**src/rtl/buf_pkg.sv**
```systemverilog
// Shared constants for the flag FIFO buffer: default sizing and full-handling modes.
package buf_pkg;
  localparam int W_DEF      = 8;
  localparam int ADDR_W_DEF = 2;
  localparam int OVR_DROP   = 0;
  localparam int OVR_OLDEST = 1;
endpackage

```
**src/rtl/fifo_ptr_ctrl.sv**
```systemverilog
// Pointer, count and overrun bookkeeping for the flag FIFO, plus status decode.
module fifo_ptr_ctrl
  import buf_pkg::*;
#(
  parameter int ADDR_W    = ADDR_W_DEF,
  parameter int AF_LEVEL  = 3,
  parameter int OVERWRITE = OVR_DROP
) (
  input  logic              clk,
  input  logic              reset,
  input  logic              set_flag,
  input  logic              clr_flag,
  input  logic              clr_ovr,
  output logic              wr_en,
  output logic [ADDR_W-1:0] wr_ptr,
  output logic [ADDR_W-1:0] rd_ptr,
  output logic [ADDR_W:0]   count,
  output logic              empty,
  output logic              full,
  output logic              almost_full,
  output logic              overrun
);
  localparam logic [ADDR_W:0] C_DEPTH = (ADDR_W+1)'(1 << ADDR_W);
  localparam logic [ADDR_W:0] C_AF    = (ADDR_W+1)'(AF_LEVEL);
  localparam bit C_OLDEST = (OVERWRITE == OVR_OLDEST);

  logic [ADDR_W-1:0] r_wr_ptr;
  logic [ADDR_W-1:0] r_rd_ptr;
  logic [ADDR_W:0]   r_count;
  logic              r_overrun;

  logic w_empty, w_full, w_pop, w_wr, w_ovr_evt, w_rd_adv;

  assign w_empty   = (r_count == '0);
  assign w_full    = (r_count == C_DEPTH);
  assign w_pop     = clr_flag && !w_empty;
  // A pop in the same cycle frees the slot, so a full buffer then accepts the write cleanly.
  assign w_ovr_evt = set_flag && w_full && !w_pop;
  assign w_wr      = set_flag && (!w_ovr_evt || C_OLDEST);
  assign w_rd_adv  = w_pop || (w_ovr_evt && C_OLDEST);

  always_ff @(posedge clk or posedge reset) begin
    if (reset) begin
      r_wr_ptr  <= '0;
      r_rd_ptr  <= '0;
      r_count   <= '0;
      r_overrun <= 1'b0;
    end else begin
      if (w_wr)
        r_wr_ptr <= r_wr_ptr + 1'b1;
      if (w_rd_adv)
        r_rd_ptr <= r_rd_ptr + 1'b1;
      if (w_wr && !w_rd_adv)
        r_count <= r_count + 1'b1;
      else if (w_rd_adv && !w_wr)
        r_count <= r_count - 1'b1;
      if (w_ovr_evt)
        r_overrun <= 1'b1;
      else if (clr_ovr)
        r_overrun <= 1'b0;
    end
  end

  assign wr_en       = w_wr;
  assign wr_ptr      = r_wr_ptr;
  assign rd_ptr      = r_rd_ptr;
  assign count       = r_count;
  assign empty       = w_empty;
  assign full        = w_full;
  assign almost_full = (r_count >= C_AF);
  assign overrun     = r_overrun;
endmodule

```
**src/rtl/flag_fifo_buf.sv**
```systemverilog
// Multi-entry flag buffer between a byte producer and a consumer; show-ahead head on dout.
module flag_fifo_buf
  import buf_pkg::*;
#(
  parameter int W         = W_DEF,
  parameter int ADDR_W    = ADDR_W_DEF,
  parameter int AF_LEVEL  = 3,
  parameter int OVERWRITE = OVR_DROP
) (
  input  logic          clk,
  input  logic          reset,
  input  logic          set_flag,
  input  logic [W-1:0]  din,
  input  logic          clr_flag,
  input  logic          clr_ovr,
  output logic [W-1:0]  dout,
  output logic          flag,
  output logic          empty,
  output logic          full,
  output logic          almost_full,
  output logic [ADDR_W:0] count,
  output logic          overrun
);
  localparam int DEPTH = 1 << ADDR_W;

  logic [W-1:0]      r_mem [DEPTH];
  logic              w_wr_en;
  logic [ADDR_W-1:0] w_wr_ptr;
  logic [ADDR_W-1:0] w_rd_ptr;
  logic              w_empty;

  fifo_ptr_ctrl #(
    .ADDR_W    (ADDR_W),
    .AF_LEVEL  (AF_LEVEL),
    .OVERWRITE (OVERWRITE)
  ) u_ctrl (
    .clk         (clk),
    .reset       (reset),
    .set_flag    (set_flag),
    .clr_flag    (clr_flag),
    .clr_ovr     (clr_ovr),
    .wr_en       (w_wr_en),
    .wr_ptr      (w_wr_ptr),
    .rd_ptr      (w_rd_ptr),
    .count       (count),
    .empty       (w_empty),
    .full        (full),
    .almost_full (almost_full),
    .overrun     (overrun)
  );

  // Storage is deliberately left out of reset; dout is masked while empty instead.
  always_ff @(posedge clk) begin
    if (w_wr_en)
      r_mem[w_wr_ptr] <= din;
  end

  assign dout  = w_empty ? '0 : r_mem[w_rd_ptr];
  assign empty = w_empty;
  assign flag  = !w_empty;
endmodule

```
**config.mk**
```make
export PLATFORM = sky130hd
export DESIGN_NAME = flag_fifo_buf
export DESIGN_NICKNAME = d
export VERILOG_FILES = /design/src/rtl/buf_pkg.sv /design/src/rtl/fifo_ptr_ctrl.sv /design/src/rtl/flag_fifo_buf.sv
export SDC_FILE = /design/constraint.sdc
export NUM_CORES = 1
export LEC_CHECK = 0
export CORE_MARGIN = 2
export CORE_UTILIZATION = 55
export DETAILED_ROUTE_END_ITERATION = 8
export PLACE_DENSITY = 0.88
export SLEW_MARGIN = 5
export SYNTH_ARGS = -nofsm -noshare
export SYNTH_HDL_FRONTEND = slang
export SYNTH_SLANG_ARGS = --single-unit
```
**constraint.sdc**
```tcl
create_clock -name clk -period 6.05 [get_ports clk]
set_input_delay 1.5125 -clock clk [delete_from_list [all_inputs] [get_ports clk]]
set_output_delay 1.5125 -clock clk [all_outputs]
set_load 0.01 [all_outputs]
```
# Yosys cells after proc, flatten, opt, wreduce, memory -nomap -nowiden
# Memory sizes are Yosys's and may differ from the RTL's.
# Cells that the tools add are included.
[totals] register_bits=8 ram_bits=32 output_inout_bits=16 elab_cells=31 mem_count=1
[mem_list] name="r_mem" depth=4 word_bits=8 rd=1 rd_ports_with_merged_regs=0 wr=1 line_no="flag_fifo_buf.sv:26" rtl="logic [W-1:0] r_mem [DEPTH];"
[classes] n_addsub=4 order_cmp=1 eq_ne=1 muxes=7 reduce_logical=13
[op_table] operator="two-way mux 8 bit" count=1
[op_table] operator="logical AND 1 bit" count=6
[op_table] operator="two-way mux 3 bit" count=2
[op_table] operator="adder 2 x 1 -> 2 bit, second input constant" count=2
[op_table] operator="logical NOT 1 bit" count=4
[op_table] operator="two-way mux 1 bit" count=4
[op_table] operator="nonzero test 2 bit" count=2
[op_table] operator="adder 3 x 1 -> 3 bit, second input constant" count=1
[op_table] operator="== test 3 bit, second input constant" count=1
[op_table] operator="greater-or-equal comparator 3 x 2 -> 1 bit, second input constant" count=1
[op_table] operator="logical NOT 3 bit" count=1
[op_table] operator="subtractor 3 x 1 -> 3 bit, second input constant" count=1

# Logic depth before layout (Yosys ltp)
# Gate-level depths: netlist (run 1).
[depth] ltp_word=11 mapped_depth=8

# Cells and area by module
# Synthesis (run 1) repeated with hierarchy kept, for this count alone.
[unflattened] cells_unflattened=100 hier_area_um2=1651.6
[modules_own_cells] mod="flag_fifo_buf" n_inst=1 cells_each=68 area_each_um2=1257.5 seq_area_each_um2=960.9
[modules_own_cells] mod="fifo_ptr_ctrl" n_inst=1 cells_each=32 area_each_um2=394.1 seq_area_each_um2=200.2

# Worst setup path after synthesis (run 1)
# OpenSTA, ideal clock, no wires.
[synth_timing] path_type="register to output" startpoint="reg u_ctrl.r_count[0] (netlist: u_ctrl.count[0])" endpoint="out dout[0]" arrival_ns=1.364 required_time_ns=4.537 slack_ns=3.174 stages_incl_launch_ff=4 cell_sequence="dfrtp_1 > or3_2 > clkbuf_1 > and2_1"
[synth_via] elab_chain_len=2
[synth_rtl] element="from (decl)" line_no="fifo_ptr_ctrl.sv:29" rtl="logic [ADDR_W:0] r_count;"
[synth_rtl] element="from (signal assigned)" line_no="fifo_ptr_ctrl.sv:54" rtl="r_count <= r_count + 1'b1;"
[synth_rtl] element="from (signal assigned)" line_no="fifo_ptr_ctrl.sv:56" rtl="r_count <= r_count - 1'b1;"
[synth_rtl] element="logical NOT 3 bit" line_no="fifo_ptr_ctrl.sv:34" rtl="assign w_empty = (r_count == '0);"
[synth_rtl] element="two-way mux 8 bit" line_no="flag_fifo_buf.sv:58" rtl="assign dout = w_empty ? '0 : r_mem[w_rd_ptr];"
[synth_rtl] element="to (decl)" line_no="flag_fifo_buf.sv:16" rtl="output logic [W-1:0] dout,"
# Every way passes these cells.

# Worst setup path in the final report (run 1)
[layout_timing] startpoint="reg u_ctrl.r_rd_ptr[0] (netlist: u_ctrl.rd_ptr[0])" endpoint="out dout[4]"
[layout_via] elab_chain_len=2
[layout_rtl] element="from (decl)" line_no="fifo_ptr_ctrl.sv:28" rtl="logic [ADDR_W-1:0] r_rd_ptr;"
[layout_rtl] element="from (signal assigned)" line_no="fifo_ptr_ctrl.sv:52" rtl="r_rd_ptr <= r_rd_ptr + 1'b1;"
[layout_rtl] element="memory read (4 x 8 bit)"
[layout_rtl] element="two-way mux 8 bit" line_no="flag_fifo_buf.sv:58"
# Every way passes these cells.

==> results of run 1 <==
cell type report:
cell class | count | area [sq um]
clock buffer | 5 | 37.5
inverter | 8 | 30.0
tap | 33 | 41.3
multi-input combinational | 42 | 483
fill | 199 | 902
sequential | 40 | 1160
timing repair buffer | 28 | 280
clock inverter | 3 | 42.5
power by group through the flow:
stage | clock network, mW | logic, mW | registers [mW]
floorplan | 0 | 0.255 | 0.408
global placement | 0 | 0.391 | 0.436
detailed placement | 0 | 0.408 | 0.445
CTS | 0.174 | 0.411 | 0.438
global route | 0.187 | 0.435 | 0.448
finish | 0.171 | 0.404 | 0.437
synth_stat cells, drive strengths merged:
library cell,n,area (sq um)
mux2,2,26.3
fa,1,20.0
clkbuf,2,7.51
ha,5,62.6
a21o,1,8.76
xor2,2,17.5
mux4,8,180
o21a,1,15.0
xnor2,4,35.0
nand2,1,3.75
dfrtp,8,200
inv,8,30.0
o32ai,1,8.76
and2,12,80.1
edfxtp,32,961
nor2,1,3.75
or3,1,7.51
or3b,1,8.76
nand3,1,5.00
buf,1,5.00
through the flow:
step | hold WS [ns] | total power [mW] | std cells | util | worst slack [ns]
6_report | 0.544 | 1.01 | 159 | 0.697 | 2.23
5_1_grt | 0.581 | 1.07 | 159 | 0.697 | 2.09
4_1_cts | 0.549 | 1.02 | 159 | 0.697 | 2.19
3_5_place_dp | 0.523 | 0.853 | 151 | 0.670 | 2.58
3_3_place_gp | 0.503 | 0.827 | 151 | 0.670 | 2.63
2_1_floorplan | 0.535 | 0.663 | 93 | - | 3.17
registers in the layout, summed over array words and instances (netlist names):
signal,count
u_ctrl.rd_ptr,2
u_ctrl.wr_ptr,2
u_ctrl.overrun,1
r_mem,32
u_ctrl.count,3
routing by layer:
| layer | vias to the layer above | track usage | wire length [microns] |
|---|---|---|---|
| met5 | - | 0 | 0 |
| met4 | 0 | 0.101 | 85 |
| met3 | 6 | 0.0546 | 152 |
| met2 | 26 | 0.306 | 1530 |
| met1 | 438 | 0.229 | 1130 |
| li1 | 406 | - | - |
critical path: cells and delay by family, from the launching register on:
kind | cells | cell delay (ns)
simple gates | 1 | 0.17
buf+inv | 1 | 0.47
flops | 1 | 0.74
mux | 1 | 0.60
logic make-up (layout without fill, tap and decap cells):
group | Yosys count | count (layout)
DFF | 40 | 40
and+or+nand+nor | 17 | 17
buffers and inverters | 11 | 44
muxes | 10 | 10
adders and majority gates | 6 | 6
xor gates and xnor gates | 6 | 6
AOI/OAI and AO/OA | 3 | 3
worst max path at each step:
stage,start,cells past startpoint,slack [ns],to
2_1_floorplan,u_ctrl.count[0]$_DFFE_PP0P_,3,3.17,dout[0]
3_3_place_gp,u_ctrl.rd_ptr[0]$_DFFE_PP0P_,3,2.63,dout[1]
3_5_place_dp,u_ctrl.rd_ptr[0]$_DFFE_PP0P_,3,2.58,dout[5]
4_1_cts,u_ctrl.rd_ptr[0]$_DFFE_PP0P_,3,2.19,dout[5]
5_1_grt,u_ctrl.rd_ptr[0]$_DFFE_PP0P_,3,2.09,dout[5]
6_report,u_ctrl.rd_ptr[0]$_DFFE_PP0P_,3,2.23,dout[4]
==> metrics.yaml, run 1 <==
cells_and_area:
  diodes: 0
  fin_nets: 144
  area_growth_pct: 23.1
  layout_commonest_cell: "edfxtp_1"
  fin_area_sq_mm: 0.00208
  drive_above_1_share: 0.190
  final_cell_mix: "edfxtp_1, clkdlybuf4s50_1"
worst_hold_path:
  hold_class: "register to register"
  min_path_cells: 2
  holdCritStartpoint: "u_ctrl.overrun$_DFFE_PP0P_"
  min_delay_worst_endpoint: "u_ctrl.overrun$_DFFE_PP0P_"
global_routing:
  grt_pass1_vias: 891
  antenna_found_initial: 0
  grt_overflow_total: 0
  grt_pass1_wl_microns: 4510
  grt_max_degree: 14
  grt_usage: 0.189
critical_path:
  path_cells: "mux4_2, and2_1, clkdlybuf4s50_1"
  arrival_ns: 2.31
  cp-end-kind: "output pin"
  crit_slowest_cell: "dfrtp_1"
  worstSetupPathType: "register to output pin"
  rr_endpoint: "u_ctrl.count[2]$_DFFE_PP0P_"
  cp.required_ns: 4.54
  regToRegSetupSlack_ns: 3.67
  cpPeakStageDelay_ns: 0.74
  startpoint_type: "register"
  rr_startpoint: "u_ctrl.count[0]$_DFFE_PP0P_"
  r2r.worst_path.cells: 8
  cp_max_fo: 10
detailed_routing:
  viasPerCell: 5.51
  first_pass_iters: 4
  wl_microns: 2900
  routedWlPerCell_microns: 18.2
  drcViolationCount: 0
  drt_first_iter_violations: 25
  postRouteAntennaNets: 0
  vias: 876
pwr:
  netSwitchingFraction: 0.302
  p_leak_nw: 0.766
  p_seq_frac: 0.432
  p_int_uw: 705
  power_density_mw_per_mm2: 487
  ir_drop_mv: 0.277
  pwr-share-clk: 0.169
  p_sw_uw: 305
  comb_power_share: 0.399
timing:
  hold_viol: 0
  layout_min_cycle_time_ns: 3.82
  max_freq_ghz: 0.262
  setup_viol: 0
  slew_violations: 0
  tns_ns: 0
  maxSlewHeadroom: 0.604
  period_share: 0.632
  rsz0062_at_grt: "false"
  worstMarginPinSlew_ns: 0.593
  clock_skew_ns: 0.00847
flow_run:
  cap_viol_max_count: 0
clock_network:
  postCtsSetupBuffers: 0
  hold_buffers: 0
  cts.sinks: 40
  clkSlewWorstSetupHoldPaths_ns: 0.11
  htree_levels: 2
  cts_resized: 0
  cts_buffer_depth: 2
  cts_tree: "yes"
  clkLatencyLatePin_ns: 0.34
  cts_made_buffers: 5
  root_buffer: "clkbuf_4"
place:
  dpl.hpwl_microns: 2070
  port_buffers: 28
  postPlaceCellArea_sq_mm: 0.00200
  gp_congestion: 0.693
synthesis:
  seq_area_frac_synth: 0.688
  synthesis.nets: 112
  yosys_warnings: 0
  synthCells: 93
  synth_area_sq_mm: 0.00169
  synthAdderAreaFrac: 0.0490
  synth_compound_area_frac: 0.0193
  muxShareOfSynthArea: 0.122
  synth.avg_cell_area_sq_um: 18.1
  synth-simple-area-share: 0.0645
  synth-xor-area-share: 0.0312
  ys_types: 22
  synth_top_family_by_area: "multiplexers"
  ys_ff_latch: 40
floorplan:
  fp.dieH_microns: 59.4
  core_area_sq_mm: 0.00298
  start_util: 0.566
  ios: 29
  dieArea_sq_mm: 0.00353
  rows: 20
  fp.dieW_microns: 59.4
run_status:
  status: "completed"
Power figures use the tool's default switching activity.
==> inputs of run 2 (changes only) <==
--- a/config.mk
+++ b/config.mk
@@ -6,9 +6,9 @@
 export NUM_CORES = 1
 export LEC_CHECK = 0
 export CORE_MARGIN = 2
-export CORE_UTILIZATION = 55
+export CORE_UTILIZATION = 51
 export DETAILED_ROUTE_END_ITERATION = 8
-export PLACE_DENSITY = 0.88
+export PLACE_DENSITY = 0.83
 export SLEW_MARGIN = 5
 export SYNTH_ARGS = -nofsm -noshare
 export SYNTH_HDL_FRONTEND = slang
==> constraint.sdc (replaced) <==
create_clock -name clk -period 3.8 [get_ports clk]
set_input_delay 0.95 -clock clk [delete_from_list [all_inputs] [get_ports clk]]
set_output_delay 0.95 -clock clk [all_outputs]
set_load 0.01 [all_outputs]
==> run 2 against run 1 <==
  * Worst setup slack worse by 1.7 ns
  * Sequential cell count did not move
  * Non-clock buffer count unchanged
  * Largest power group unchanged
  * Sequential share of layout area decreased by 0.47 points
  * Core utilization is 2.2 points lower
  * Via count shrank 1.3%
  * Cell count rose by 6.9%
==> metrics.yaml, run 2 (synthesis gave the netlist of run 1 again) <==
detailed_routing:
  first_pass_iters: 4  # unchanged
  drt_first_iter_violations: 17  # -32%
  vias: 865  # -1.3%
  wl_microns: 2680  # -7.7%
  viasPerCell: 5.09  # -7.6%
  drcViolationCount: 0  # unchanged
  routedWlPerCell_microns: 15.8  # -14%
  postRouteAntennaNets: 0  # unchanged
cells_and_area:
  layout_commonest_cell: "edfxtp_1"
  diodes: 0  # unchanged
  area_growth_pct: 24.1
  largest_reg_flops: 32  # unchanged
  final_cell_mix: "edfxtp_1, clkdlybuf4s50_1"
  max_flop_register: "r_mem"
  fin_nets: 144  # unchanged
  drive_above_1_share: 0.198  # +0.00794
floorplan:
  rows: 20  # unchanged
  fp.dieW_microns: 61.5  # +3.6%
  core_area_sq_mm: 0.00310  # +4.2%
  fp.dieH_microns: 61.5  # +3.6%
  start_util: 0.544  # -0.0228
  dieArea_sq_mm: 0.00378  # +7.3%
  ios: 29  # unchanged
clock_network:
  root_buffer: "clkbuf_4"
  cts.sinks: 40  # unchanged
  cts_tree: "yes"
  hold_buffers: 0  # unchanged
  cts_resized: 0  # unchanged
  cts_buffer_depth: 2  # unchanged
  cts_made_buffers: 5  # unchanged
  htree_levels: 2  # unchanged
  clkLatencyLatePin_ns: 0.35  # about the same
  clkSlewWorstSetupHoldPaths_ns: 0.12  # about the same
  postCtsSetupBuffers: 0  # unchanged
timing:
  timing.final.ws_setup_ns: 0.549  # -1.68 ns
  setup_viol: 0  # unchanged
  maxSlewHeadroom: 0.612  # +0.00792
  clock_skew_ns: 0.0106  # +0.00215 ns
  layout_min_cycle_time_ns: 3.25
  rsz0062_at_grt: "false"
  max_freq_ghz: 0.308
  slew_violations: 0  # unchanged
  worstMarginPinSlew_ns: 0.582  # -0.0119 ns
  tns_ns: 0  # unchanged
  period_share: 0.856
  hold_viol: 0  # unchanged
global_routing:
  grt_usage: 0.168  # -0.0215
  grt_pass1_wl_microns: 4240  # -6.1%
  grt_pass1_vias: 882  # -1.0%
  antenna_found_initial: 0  # unchanged
  grt_overflow_total: 0  # unchanged
  grt_max_degree: 15  # +1
critical_path:
  startpoint_type: "register"
  cp.required_ns: 2.85  # -1.69 ns
  cpPeakStageDelay_ns: 0.73  # about the same
  worstSetupPathType: "register to output pin"
  arrival_ns: 2.30  # about the same
  r2r.worst_path.cells: 8  # unchanged
  regToRegSetupSlack_ns: 1.43  # -2.24 ns
  rr_endpoint: "u_ctrl.count[2]$_DFFE_PP0P_"
  cp-end-kind: "output pin"
  path_cells: "mux4_2, and2_1, clkdlybuf4s50_1"
  rr_startpoint: "u_ctrl.count[0]$_DFFE_PP0P_"
  crit_slowest_cell: "dfrtp_1"
  cp_max_fo: 10  # unchanged
place:
  dpl.hpwl_microns: 1980  # -4.2%
  pre_cts_ws_ns: 0.887  # -1.70 ns
  port_buffers: 28  # unchanged
  gp_congestion: 0.640  # -7.5%
pwr:
  ir_drop_mv: 0.369  # +33%
  power_density_mw_per_mm2: 768  # +58%
  p_leak_nw: 0.765  # -0.13%
worst_hold_path:
  hold_class: "register to register"
  holdCritStartpoint: "u_ctrl.overrun$_DFFE_PP0P_"
  min_delay_worst_endpoint: "u_ctrl.overrun$_DFFE_PP0P_"
  min_path_cells: 2  # unchanged
run_status:
  status: "completed"
flow_run:
  cap_viol_max_count: 0  # unchanged
## run 2: cell types whose count changed in the layout (fill, tap and decap cells not counted), sizes merged
cell | before | now
inv | 8 | 9
clkinv | 2 | 0
clkinvlp | 0 | 1
## run 2: layout make-up
cell class | count | area [sq um]
fillers | 222 | 1010
clock buffers | 5 | 37.5
multi-input cells | 42 | 483
well taps | 44 | 55.1
clock inverters | 3 | 46.3
inverters | 8 | 30.0
repair buffers | 28 | 280
flip-flops and latches | 40 | 1160
## run 2: power breakdown
group | total (mW) | internal [mW] | switching [mW]
logic | 0.634 | 0.394 | 0.241
registers | 0.692 | 0.589 | 0.103
clock network | 0.281 | 0.141 | 0.141
total | 1.61 | 1.12 | 0.484
## run 2: worst max path at each step
stage                                 startpoint  cells past startpoint       to
global route        u_ctrl.rd_ptr[0]$_DFFE_PP0P_                      3  dout[0]
floorplan            u_ctrl.count[0]$_DFFE_PP0P_                      3  dout[0]
finish              u_ctrl.rd_ptr[0]$_DFFE_PP0P_                      3  dout[0]
global placement    u_ctrl.rd_ptr[0]$_DFFE_PP0P_                      3  dout[3]
CTS                 u_ctrl.rd_ptr[0]$_DFFE_PP0P_                      3  dout[0]
detailed placement  u_ctrl.rd_ptr[0]$_DFFE_PP0P_                      3  dout[0]
## run 2: critical path, delay by kind of cell, from the launching register on
| family | cells | cell delay (ns) |
|---|---|---|
| buffers and inverters | 1 | 0.49 |
| DFF | 1 | 0.73 |
| muxes | 1 | 0.56 |
| and+or+nand+nor | 1 | 0.17 |
## run 2: routing by layer
metal | GRT usage | up-vias | routed length (microns)
li1 | - | 403 | -
met1 | 0.197 | 439 | 1120
met2 | 0.290 | 19 | 1460
met3 | 0.0441 | 4 | 71
met4 | 0.0729 | 0 | 27
met5 | 0 | - | 0
## run 2: stage by stage
step	hold WS (ns)	power (mW)	utilization	area [sq um]	std cells
2_1_floorplan	0.535	1.05	-	1690	93
6_report	0.557	1.61	0.675	2090	170
3_3_place_gp	0.498	1.32	0.648	2010	162
5_1_grt	0.591	1.71	0.675	2090	170
3_5_place_dp	0.535	1.35	0.648	2010	162
4_1_cts	0.556	1.63	0.675	2090	170
==> variant: new RTL, settings of run 2 <==
Reset style: synchronous (`reset`), changed in one clocked block.
--- a/src/rtl/fifo_ptr_ctrl.sv
+++ b/src/rtl/fifo_ptr_ctrl.sv
@@ -40,5 +40,5 @@
   assign w_rd_adv  = w_pop || (w_ovr_evt && C_OLDEST);
 
-  always_ff @(posedge clk or posedge reset) begin
+  always_ff @(posedge clk) begin
     if (reset) begin
       r_wr_ptr  <= '0;
Function: differs if reset is asserted again (counterexample within 4 cycles, from zero or initial values and one cycle with reset high); with reset held inactive, the same outputs for 10 cycles.
==> variant against run 2 <==
  * Worst setup slack gained 0.062 ns
  * Sequential cell count grew 2
  * Routed wire length grew 8.0%
  * Power shrank 12%
  * Sequential share of layout area shrank 1.1 points
  * Area after synthesis grew 3.3%
  * Critical path type unchanged
  * Final area grew 2.0%
==> variant: results (changes against run 2) <==
[status]
status=completed  ; unchanged

[yosys]
ys_types=25  ; was 22
synthTopCellsByArea=edfxtp_1 (55%), dfxtp_1 (11%), mux4_2 (10%)  ; was edfxtp_1 (57%), dfrtp_1 (12%), mux4_2 (11%)
yosysSeqAreaShare_pct=66.62  ; was 68.84%
syn_nets=125  ; was 112
synth-main-ff-cell=edfxtp_1  ; unchanged
synth_common_cells=edfxtp_1 (32), dfxtp_1 (10), mux4_2 (8), nor2b_1 (8), nor2_1 (7)  ; was edfxtp_1 (32), and2_1 (8), dfrtp_1 (8), inv_1 (8), mux4_2 (8)
ys_warn_count=0  ; unchanged
synthArstFlopShare_pct=0  ; was 20.00%
synth-edff-count=32  ; unchanged

[cts]
clockBufferDepth=2  ; unchanged
root_buffer=clkbuf_4  ; unchanged
path_clk_slew_ns=0.12  ; about the same
cts.htree.levels=2  ; unchanged
cts.repair.resized=0  ; unchanged

[sta]
worst_slew_pin_slew_ns=0.5565  ; was 0.5816 ns
finClkSkew_ns=0.01816  ; was 0.01062 ns

[grt]
grt_pass1_vias=1006  ; was 882
grt_max_degree=14  ; was 15
grt_pass1_wl_um=4809  ; was 4236 um
track_usage_pct=16.70  ; was 16.77%

[pwr]
worst_ir_drop_vdd_v=0.0002441  ; was 0.0003687 V
cellLeakagePower_nw=0.7463  ; was 0.7645 nW
intPower_uw=970.2  ; was 1.123 mW

[placement]
gp_congestion=0.7107  ; was 0.6404
detailed_place_hpwl_um=2027  ; was 1982 um
pre_cts_ws_ns=0.6681  ; was 0.8873 ns

[detailed_routing]
first_pass_iters=4  ; unchanged
drt-initial-drc-count=34  ; was 17
vias=952  ; was 865
drt-total-wl_um=2891  ; was 2678 um

[worst_setup_path]
cp.arrival_ns=2.24  ; was 2.30 ns
path_max_fanout=8  ; was 10

[layout]
layout-drive-gt1-share_pct=15.11  ; was 19.84%
antenna_cells=0  ; unchanged
fill_cells=267  ; was 222
layout.nets=157  ; was 144
regMostFlops=r_mem  ; unchanged
largest_reg_flops=32  ; unchanged

[hold_path]
hp-class=reg -> reg  ; unchanged

-- variant: changes by cell type after synthesis, moves of 4 or more --
| cell | before | now |
|---|---|---|
| nor2b_1 | 0 | 8 |
| nor2_1 | 1 | 7 |
| and2_2 | 4 | 0 |
| dfxtp_1 | 0 | 10 |
| dfrtp_1 | 8 | 0 |
| and2_1 | 8 | 4 |
| xnor2_1 | 4 | 0 |
-- variant: worst max-delay path: stages (launching register included) --
cell,delay [ns]
dfxtp_1,0.70
mux4_2,0.57
nor2b_1,0.14
clkdlybuf4s50_1,0.48
-- variant: per-stage QoR --
stage / area (um2) / std cells / total power, mW / utilization (%)
6_report: 2135 / 185 / 1.413 / 64.47
5_1_grt: 2135 / 185 / 1.494 / 64.47
3_3_place_gp: 2071 / 177 / 1.174 / 62.55
4_1_cts: 2135 / 185 / 1.434 / 64.47
3_5_place_dp: 2071 / 177 / 1.203 / 62.55
2_1_floorplan: 1743 / 106 / 0.9305 / -
-- variant: path summary, 6_finish.rpt --
check	from	end	slack (ns)	depth (start not counted)
setup / recovery	flip-flop	dout[1]	0.61	3
hold / removal	u_ctrl.overrun	u_ctrl.overrun	0.52	2
setup reg to reg	u_ctrl.count[0]	u_ctrl.count[2]	1.52	8
hold reg to reg	u_ctrl.overrun	u_ctrl.overrun	0.52	2
-- variant: routing by layer --
| metal | GRT usage (%) | up-vias | wire, um |
|---|---|---|---|
| met5 | 0 | - | 0 |
| met2 | 28.09 | 24 | 1534 |
| met3 | 5.225 | 11 | 119 |
| met1 | 19.33 | 466 | 1152 |
| met4 | 8.333 | 0 | 85 |
| li1 | - | 451 | - |
-- variant: power by group through the flow --
| stage | Combinational, mW | Clock (mW) | Sequential, mW |
|---|---|---|---|
| after floorplan | 0.321 | 0 | 0.610 |
| after CTS | 0.561 | 0.238 | 0.635 |
| after detailed placement | 0.558 | 0 | 0.644 |
| after global routing | 0.598 | 0.251 | 0.645 |
| final | 0.553 | 0.230 | 0.631 |
| after global placement | 0.537 | 0 | 0.637 |
-- variant: kinds of logic after synthesis --
| family | synth area share (%) |
|---|---|
| fa+ha+maj | 4.738 |
| buf+inv | 2.297 |
| simple gates | 8.829 |
| mux | 12.35 |
| xor+xnor | 1.508 |
| flops | 66.62 |
| compound gates | 3.662 |
-- variant: area by class of cell --
type | instances | area, um2 | share of cell area (%)
clock buffer | 6 | 51.30 | 2.403
clock inverter | 2 | 12.51 | 0.5862
inverter | 6 | 22.52 | 1.055
multi-input combinational | 54 | 541.8 | 25.38
sequential | 42 | 1161 | 54.40
tap | 46 | 57.56 | 2.696
timing repair buffer | 29 | 287.8 | 13.48
